**config.mk**
```make
export PLATFORM = sky130hd
export DESIGN_NAME = wb_arbiter
export DESIGN_NICKNAME = d
export VERILOG_FILES = /design/src/rtl/wb_arbiter.sv
export SDC_FILE = /design/constraint.sdc
export NUM_CORES = 1
export LEC_CHECK = 0
export CAP_MARGIN = 20
export CELL_PAD_IN_SITES_DETAIL_PLACEMENT = 1
export CELL_PAD_IN_SITES_GLOBAL_PLACEMENT = 2
export CORE_AREA = 2 2 90 178
export CTS_CLUSTER_DIAMETER = 80
export DETAILED_ROUTE_END_ITERATION = 16
export DIE_AREA = 0 0 92 180
export PLACE_DENSITY = 0.85
export SLEW_MARGIN = 20
export SYNTH_ARGS = -nofsm -noshare
export SYNTH_HDL_FRONTEND = slang
export SYNTH_SLANG_ARGS = --single-unit
```
**constraint.sdc**
```tcl
create_clock -name clk -period 3.5 [get_ports clk]
set_input_delay 0.7 -clock clk [delete_from_list [all_inputs] [get_ports clk]]
set_output_delay 0.7 -clock clk [all_outputs]
set_load 0.05 [all_outputs]
```
**src/rtl/wb_arbiter.sv**
```systemverilog
// Writeback arbiter: single-cycle ALU results win the register write port, long-latency results wait in a small FIFO.
// Optional macro WB_R0_DISCARD_EN suppresses register-file writes to r0 from either source.
module wb_arbiter #(
  parameter int DATA_W       = 32,
  parameter int ADDR_W       = 5,
  parameter int Q_DEPTH      = 2,
  parameter int STARVE_LIMIT = 4
) (
  input  logic              clk,
  input  logic              rst,
  input  logic              alu_valid,
  input  logic [ADDR_W-1:0] alu_wreg,
  input  logic [DATA_W-1:0] alu_wdata,
  input  logic              mem_valid,
  input  logic [ADDR_W-1:0] mem_wreg,
  input  logic [DATA_W-1:0] mem_wdata,
  output logic              mem_ready,
  output logic              wb_stall,
  output logic              regwrite,
  output logic [ADDR_W-1:0] wreg,
  output logic [DATA_W-1:0] wdata,
  output logic              proto_err
);

  localparam int PTR_W = (Q_DEPTH > 1) ? $clog2(Q_DEPTH) : 1;
  localparam int CNT_W = $clog2(Q_DEPTH + 1);
  localparam int ST_W  = $clog2(STARVE_LIMIT + 1);

  logic [ADDR_W-1:0] q_wreg  [Q_DEPTH];
  logic [DATA_W-1:0] q_wdata [Q_DEPTH];
  logic [Q_DEPTH-1:0] q_kill;
  logic [PTR_W-1:0]  head, tail;
  logic [CNT_W-1:0]  count, count_next;
  logic [ST_W-1:0]   starve, starve_next;
  logic              push, pop, alu_kills, alu_we, head_we;

  // An ALU write to r0 is dropped in discard mode, so it must not kill anything either.
  always_comb begin
    push = mem_valid && mem_ready;
    pop  = !alu_valid && (count != '0);
    count_next = count + CNT_W'(push) - CNT_W'(pop);
`ifdef WB_R0_DISCARD_EN
    alu_we  = (alu_wreg != '0);
    head_we = (q_wreg[head] != '0);
`else
    alu_we  = 1'b1;
    head_we = 1'b1;
`endif
    alu_kills = alu_valid && alu_we;
    if ((count == '0) || pop)
      starve_next = '0;
    else if (starve != ST_W'(STARVE_LIMIT))
      starve_next = starve + 1'b1;
    else
      starve_next = starve;
  end

  assign mem_ready = (count != CNT_W'(Q_DEPTH));

  always_ff @(posedge clk) begin
    if (push) begin
      q_wreg[tail]  <= mem_wreg;
      q_wdata[tail] <= mem_wdata;
    end
  end

  // Killing a free slot is harmless: a push always rewrites its kill bit to 0, and
  // that later assignment makes the same-cycle push younger than the ALU write.
  always_ff @(posedge clk or posedge rst) begin
    if (rst) begin
      q_kill    <= '0;
      head      <= '0;
      tail      <= '0;
      count     <= '0;
      starve    <= '0;
      wb_stall  <= 1'b0;
      proto_err <= 1'b0;
      regwrite  <= 1'b0;
      wreg      <= '0;
      wdata     <= '0;
    end else begin
      for (int i = 0; i < Q_DEPTH; i++)
        if (alu_kills && (q_wreg[i] == alu_wreg))
          q_kill[i] <= 1'b1;
      if (push) begin
        q_kill[tail] <= 1'b0;
        tail         <= tail + 1'b1;
      end
      if (pop)
        head <= head + 1'b1;
      count  <= count_next;
      starve <= starve_next;

      if (alu_valid) begin
        regwrite <= alu_we;
        wreg     <= alu_wreg;
        wdata    <= alu_wdata;
      end else if (pop && !q_kill[head]) begin
        regwrite <= head_we;
        wreg     <= q_wreg[head];
        wdata    <= q_wdata[head];
      end else begin
        regwrite <= 1'b0;
      end

      if (count_next == '0)
        wb_stall <= 1'b0;
      else if (starve_next == ST_W'(STARVE_LIMIT))
        wb_stall <= 1'b1;

      if (alu_valid && wb_stall)
        proto_err <= 1'b1;
    end
  end

endmodule

```
==> results of run 1 <==
==> flip-flops by register name, summed over array words and instances, names as in the netlist <==
signal     cells
wb_stall       1
q_kill         2
q_wreg        10
proto_err      1
count          2
q_wdata       64
tail           1
starve         3
wreg           5
head           1
wdata         32
regwrite       1
==> report_power, final <==
group / total, W / internal (W) / switching, W
Combinational: 0.00228 / 0.000800 / 0.00148
Sequential: 0.00223 / 0.00203 / 0.000208
Clock: 0.00162 / 0.00100 / 0.000612
==> metrics by stage <==
| step | cells | hold slack (ns) |
|---|---|---|
| after global placement | 678 | 0.447 |
| after detailed placement | 678 | 0.449 |
| after CTS | 709 | 0.466 |
| final | 710 | 0.459 |
| after floorplan | 376 | 0.461 |
| after global routing | 710 | 0.488 |
==> how the worst min path moves through the flow <==
stage,end,from,depth (start not counted)
2_1_floorplan,tail,tail,1
3_3_place_gp,proto_err,proto_err,1
3_5_place_dp,proto_err,proto_err,1
4_1_cts,proto_err,proto_err,1
5_1_grt,proto_err,proto_err,1
6_report,proto_err,proto_err,1
==> routing by layer <==
| layer | wire [µm] | up-vias |
|---|---|---|
| li1 | - | 1582 |
| met1 | 4470 | 1655 |
| met2 | 7150 | 85 |
| met3 | 415 | 23 |
| met4 | 365 | 0 |
| met5 | 0 | - |
==> cells in the mapped netlist (all sizes together) (2+ instances only) <==
master,number,area (µm²)
nor4,2,12.5
nand2,46,173
a31oi,2,12.5
a21oi,35,186
inv,6,22.5
mux2i,38,380
clkbuf,5,20.0
xor2,9,78.8
ha,4,50.1
edfxtp,74,2220
o211ai,5,37.5
o21ai,33,165
dfrtp,49,1230
buf,15,95.1
xnor2,6,52.6
nor2,38,143
==> cells in the final DEF, fill, tap and decap left out, types with 2 or more instances in the layout <==
master,instances
sky130_fd_sc_hd__dfrtp_1,48
sky130_fd_sc_hd__nor2_1,37
sky130_fd_sc_hd__xnor2_1,6
sky130_fd_sc_hd__clkinv_4,2
sky130_fd_sc_hd__clkinv_2,5
sky130_fd_sc_hd__buf_4,5
sky130_fd_sc_hd__xor2_1,9
sky130_fd_sc_hd__edfxtp_1,74
sky130_fd_sc_hd__clkdlybuf4s50_1,117
sky130_fd_sc_hd__o21ai_1,3
sky130_fd_sc_hd__a31oi_1,2
sky130_fd_sc_hd__nor4_1,2
sky130_fd_sc_hd__inv_1,5
sky130_fd_sc_hd__clkinvlp_4,3
sky130_fd_sc_hd__ha_1,4
sky130_fd_sc_hd__o211ai_1,5
sky130_fd_sc_hd__o21ai_0,30
sky130_fd_sc_hd__clkbuf_16,18
sky130_fd_sc_hd__a21oi_1,34
sky130_fd_sc_hd__mux2i_1,38
sky130_fd_sc_hd__nand2_1,46
==> cells by family after synthesis <==
group	share of synthesized area
AOI/OAI and AO/OA	0.0844
xor gates and xnor gates	0.0266
adders and majority gates	0.0101
buffers and inverters	0.0279
DFF	0.699
muxes	0.0771
and+or+nand+nor	0.0753
==> area by class of cell <==
class | instances | area [µm²]
flip-flops and latches | 123 | 3450
inverters | 6 | 22.5
fillers | 1609 | 8350
clock inverters | 12 | 98.8
diodes | 1 | 2.50
well taps | 198 | 248
multi-input cells | 227 | 1360
repair buffers | 124 | 1230
clock buffers | 19 | 454
==> worst register-to-register path, delay by kind of cell (launching register included) <==
| family | cells | cell delay (ns) |
|---|---|---|
| buffers and inverters | 1 | 0.03 |
| DFF | 1 | 0.42 |
| AOI/OAI and AO/OA | 1 | 0.22 |
| adders and majority gates | 2 | 0.50 |
| and+or+nand+nor | 3 | 0.58 |
| xor gates and xnor gates | 2 | 0.33 |
==> impl_metrics.csv, run 1 <==
group,metric,value,unit
run_status,status,"finished clean",
global_route,groute.layer.met2.usage,0.294,
routing,drt-total-wl,12.4,mm
placement,placement_setup_slack,0.832,ns
floorplan,num_io_pins,119,
critical_path,worstSetupEndpoint,"mem_ready",
global_route,grt_util_met3,0.0390,
placement,placed_area,6310,µm²
cts,path_clk_slew,0.05,ns
floorplan,initial_utilization,0.324,
timing,setup_failing_eps_final,0,
synth,share_of_the_yosys_chip_area_belonging_to_registers,0.699,
floorplan,dieHeight,180,µm
global_route,grt_max_degree,45,
cts,worst_skew_pair.late_latency,0.41,ns
cells_and_area,final_layout_size_suffix_gt1_frac,0.0822,
pwr,report.power.total,0.00613,W
synth,edff_count_synth,74,
pwr,p_leak,2.63,nW
cells_and_area,final_area,6870,µm²
global_route,global_route.usage.total,0.159,
critical_path,worstSetupStartpointType,"flip-flop",
cts,cts_tree,"yes",
synth,netlist_area,4940,µm²
routing,drt_first_pass_iters,4,
critical_path,cell_breakdown_of_the_critical_path,"nand2b_1, clkdlybuf4s50_1",
cts,htree_num_levels,4,
cells_and_area,num-nets-final,581,
critical_path,cpMaxStageDelayCell,"sky130_fd_sc_hd__clkdlybuf4s50_1",
placement,place_congestion,0.766,
global_route,gr-max-usage-layer,"met2",
critical_path,buffers_plus_inverters_on_the_worst_setup_path,1,
timing,rsz0062_at_grt,"false",
critical_path,crit-reg2reg-capture,"wb_stall",
synth,dominantRegCellSynth,"sky130_fd_sc_hd__edfxtp_1",
critical_path,endpoint_kind,"output pin",
critical_path,worstSetupPathType,"reg2out",
global_route,gr_met1_demand_resource,0.161,
global_route,grt.overflow.total,0,
synth,synth-async-reset-ratio,0.398,
cts,cts_inserted_buffers,17,
routing,drt-vias-per-instance,4.71,
routing,ant_nets,0,
cts,post_cts.repair.setup_buffers,0,
timing,max_freq,401,MHz
critical_path,cp_top_family,"buffers and inverters",
timing,fin_crit,2.49,ns
floorplan,floorplan.die_area,16600,µm²
critical_path,ff2ff_setup_slack,1.31,ns
cts,cts_buffer_depth,2,
cts,ctsRootBufferMaster,"sky130_fd_sc_hd__clkbuf_16",
routing,post-route-drc-count,0,
critical_path,worst_path_largest_cell_delay,0.82,ns
pwr,peakVddDrop,398,µV
placement,dp_hpwl,8.64,mm
critical_path,critPathMaxFanout,4,
synth,yosysWarningCount,0,
pwr,powerDensity,893,nW/µm²
critical_path,timing.critical_path.arrival,1.79,ns
cells_and_area,post-route-util,0.451,
timing,timing.final.crit_share,0.713,
critical_path,critical_path_cell_count,2,
timing,timing.slew.headroom,0.363,
timing,finalHoldViolations,0,
global_route,grt_pass1_wl,19.6,mm
cells_and_area,area.growth.synth_to_final,39.1,%
synth,synth.lib_cells_used.distinct,31,
global_route,via_count_of_the_first_global_routing_pass,3718,
flow_run,max_cap_viol_count,0,
floorplan,fp.coreArea,15200,µm²
cts,clkSinkCount,123,
cts,cts_hold_repair.buffers,0,
timing,fin_skew,0.0131,ns
critical_path,rr_startpoint,"count[1]",
synth,syn-instance-count,376,
routing,post_drt_wl_per_cell,17.5,µm
timing,worst_setup_slack_after_layout,1.01,ns
critical_path,reg2reg_depth,9,
hold_path,worst_hold_path_type,"reg2reg",
timing,slew_viol_final,0,
critical_path,timing.critical_path.from,"count[1]",
synth,synth.net_count,458,
timing,total_negative_setup_slacks,0,ns
critical_path,crit_required,2.80,ns
placement,numPortBuffers,118,
routing,routed-via-count,3345,
floorplan,placement_rows,64,
synth,synth-seq-cells,123,
synth,syn-mean-instance-area,13.1,µm²
floorplan,chipWidth,92,µm
routing,detailedRoute.firstIterationViolations,119,
timing,worst_pin_slew,0.956,ns
cts,number_of_resized_instances_in_the_post_cts_repair_step,0,
global_route,antenna_found_initial,1,
No activity file was read; power rests on OpenSTA's default activity.
==> inputs of run 2 (changes only) <==
Settings changed: CORE_AREA 2 2 90 178 to 2 2 94 187, DIE_AREA 0 0 92 180 to 0 0 96 189, PLACE_DENSITY 0.85 to 0.81.
Clock period 3.5 ns to 2.05 ns, I/O delays scaled along.
==> impl_metrics.csv, run 2 (synthesis results as in run 1) <==
group,metric,value,unit
critical_path,cp_top_family,"buffers and inverters",
cells_and_area,num-nets-final,587,
timing,worst_pin_slew,0.510,ns
timing,timing.final.crit_share,0.986,
critical_path,reg2reg_depth,9,
cells_and_area,post-route-util,0.427,
timing,max_freq,495,MHz
global_route,grt_pass1_wl,19.7,mm
cts,ctsRootBufferMaster,"sky130_fd_sc_hd__clkbuf_16",
cells_and_area,area.growth.synth_to_final,44.3,%
flow_run,max_cap_viol_count,0,
global_route,grt_max_degree,75,
placement,dp_hpwl,8.62,mm
cts,worst_skew_pair.late_latency,0.42,ns
timing,slew_viol_final,0,
routing,detailedRoute.firstIterationViolations,77,
pwr,clock_group_share_of_total_power,0.289,
cts,cts_hold_repair.buffers,0,
critical_path,cpMaxStageDelayCell,"sky130_fd_sc_hd__clkdlybuf4s50_1",
cells_and_area,flip_flop_count_of_the_largest_register_after_layout,64,
placement,place_congestion,0.744,
global_route,global_route.usage.total,0.149,
timing,fin_crit,2.02,ns
critical_path,endpoint_kind,"output pin",
cts,cts_inserted_buffers,17,
global_route,antenna_found_initial,1,
floorplan,fp.coreArea,16700,µm²
routing,post_drt_wl_per_cell,17.4,µm
pwr,p_comb_frac,0.367,
floorplan,placement_rows,67,
routing,post-route-drc-count,0,
floorplan,floorplan.die_area,18100,µm²
timing,fin_skew,0.00977,ns
timing,setup_failing_eps_final,0,
pwr,p_leak,2.80,nW
routing,ant_nets,0,
floorplan,initial_utilization,0.296,
critical_path,buffers_plus_inverters_on_the_worst_setup_path,1,
pwr,powerDensity,1560,nW/µm²
global_route,grt.overflow.total,0,
cells_and_area,biggestRegsByFlops,"q_wdata x64, wdata x32, q_wreg x10",
pwr,power.share.sequential,0.345,
timing,total_negative_setup_slacks,0,ns
critical_path,critPathMaxFanout,2,
critical_path,cell_breakdown_of_the_critical_path,"clkdlybuf4s50_1",
floorplan,chipWidth,96,µm
cells_and_area,layout.cells.most_common,"sky130_fd_sc_hd__clkdlybuf4s50_1",
critical_path,timing.critical_path.arrival,1.61,ns
placement,numPortBuffers,118,
cts,cts_buffer_depth,2,
cells_and_area,n_fill_cell,1741,
critical_path,critical_path_cell_count,1,
cts,cts_tree,"yes",
cts,htree_num_levels,4,
global_route,via_count_of_the_first_global_routing_pass,3840,
timing,finalHoldViolations,0,
pwr,net-switching-power,0.00407,W
cells_and_area,largest_register,"q_wdata",
floorplan,dieHeight,189,µm
cts,clkSinkCount,123,
critical_path,worstSetupPathType,"reg2out",
critical_path,worstSetupStartpointType,"flip-flop",
timing,timing.slew.headroom,0.659,
routing,drt-total-wl,12.6,mm
cts,path_clk_slew,0.06,ns
floorplan,num_io_pins,119,
run_status,status,"finished clean",
routing,drt_first_pass_iters,4,
pwr,peakVddDrop,602,µV
critical_path,worst_path_largest_cell_delay,0.82,ns
timing,fin_worst_hold_slack,0.275,ns
routing,drt-vias-per-instance,4.64,
cells_and_area,layout_common_cells,"sky130_fd_sc_hd__clkdlybuf4s50_1 (109), sky130_fd_sc_hd__edfxtp_1 (74), sky130_fd_sc_hd__dfrtp_1 (48), sky130_fd_sc_hd__nand2_1 (46), sky130_fd_sc_hd__mux2i_1 (38)",
hold_path,worst_hold_path_type,"in2async",
cells_and_area,final_layout_size_suffix_gt1_frac,0.116,
critical_path,crit_required,1.64,ns
pwr,power.internal,0.00706,W
pwr,sw_frac_of_total,0.366,
routing,routed-via-count,3366,
## run 2: changes by cell type in the layout (fill, tap and decap cells not counted), moves of 4 or more
| cell | before | now |
|---|---|---|
| sky130_fd_sc_hd__dlymetal6s2s_1 | 0 | 4 |
| sky130_fd_sc_hd__clkinv_2 | 5 | 1 |
| sky130_fd_sc_hd__buf_12 | 1 | 6 |
| sky130_fd_sc_hd__buf_4 | 5 | 9 |
| sky130_fd_sc_hd__clkdlybuf4s50_1 | 117 | 109 |
## run 2: layout make-up
class / count / area, µm² / area share
clock inverter: 10 / 123 / 0.0172
multi-input combinational: 227 / 1390 / 0.196
tap: 207 / 259 / 0.0364
sequential: 123 / 3450 / 0.484
timing repair buffer: 130 / 1340 / 0.189
inverter: 6 / 22.5 / 0.00316
clock buffer: 22 / 528 / 0.0742
antenna: 1 / 2.50 / 0.000351
## run 2: routing by layer
layer,up-vias,global-route usage,share of wire
met4,0,0.0863,0.035
met3,27,0.0330,0.035
met1,1658,0.140,0.34
met5,-,0,0
met2,90,0.279,0.59
li1,1591,-,-
## run 2: power by group through the flow
stage,registers (W),clock network [W],logic [W]
2_1_floorplan,0.00499,0,0.00148
3_3_place_gp,0.00383,0,0.00399
3_5_place_dp,0.00389,0,0.00407
4_1_cts,0.00385,0.00329,0.00413
5_1_grt,0.00392,0.00339,0.00440
6_report,0.00384,0.00321,0.00408
## run 2: stage by stage
| step | setup WS, ns | power, W | instances | cell area [µm²] |
|---|---|---|---|---|
| 2_1_floorplan | 0.0603 | 0.00647 | 376 | 4950 |
| 4_1_cts | -0.0201 | 0.0113 | 725 | 7090 |
| 5_1_grt | -0.0151 | 0.0117 | 726 | 7120 |
| 3_5_place_dp | -0.221 | 0.00796 | 692 | 6420 |
| 6_report | 0.0281 | 0.0111 | 726 | 7120 |
| 3_3_place_gp | -0.0857 | 0.00782 | 692 | 6420 |
## run 2: worst paths after layout
check	slack (ns)	from	to
worst max-delay path	0.03	wdata[23]	wdata[23]
worst min-delay path	0.27	rst	wdata[17]
worst max register to register	0.08	count[1]	wb_stall
worst min register to register	0.46	proto_err	proto_err
max in group asynchronous	1.25	rst	wdata[1]
min in group clk	0.46	proto_err	proto_err
## run 2: what timing repair did
action	in CTS	in global routing
pin swaps	2	4
gates resized for setup	3	9
endpoints found under the setup margin	2	5
buffers inserted	1	0
==> inputs of run 3 (changes only) <==
Settings changed: CTS_CLUSTER_SIZE set to 8.
==> results of run 3 <==
No change in the layout: final DEF, timing and power equal those of run 2.
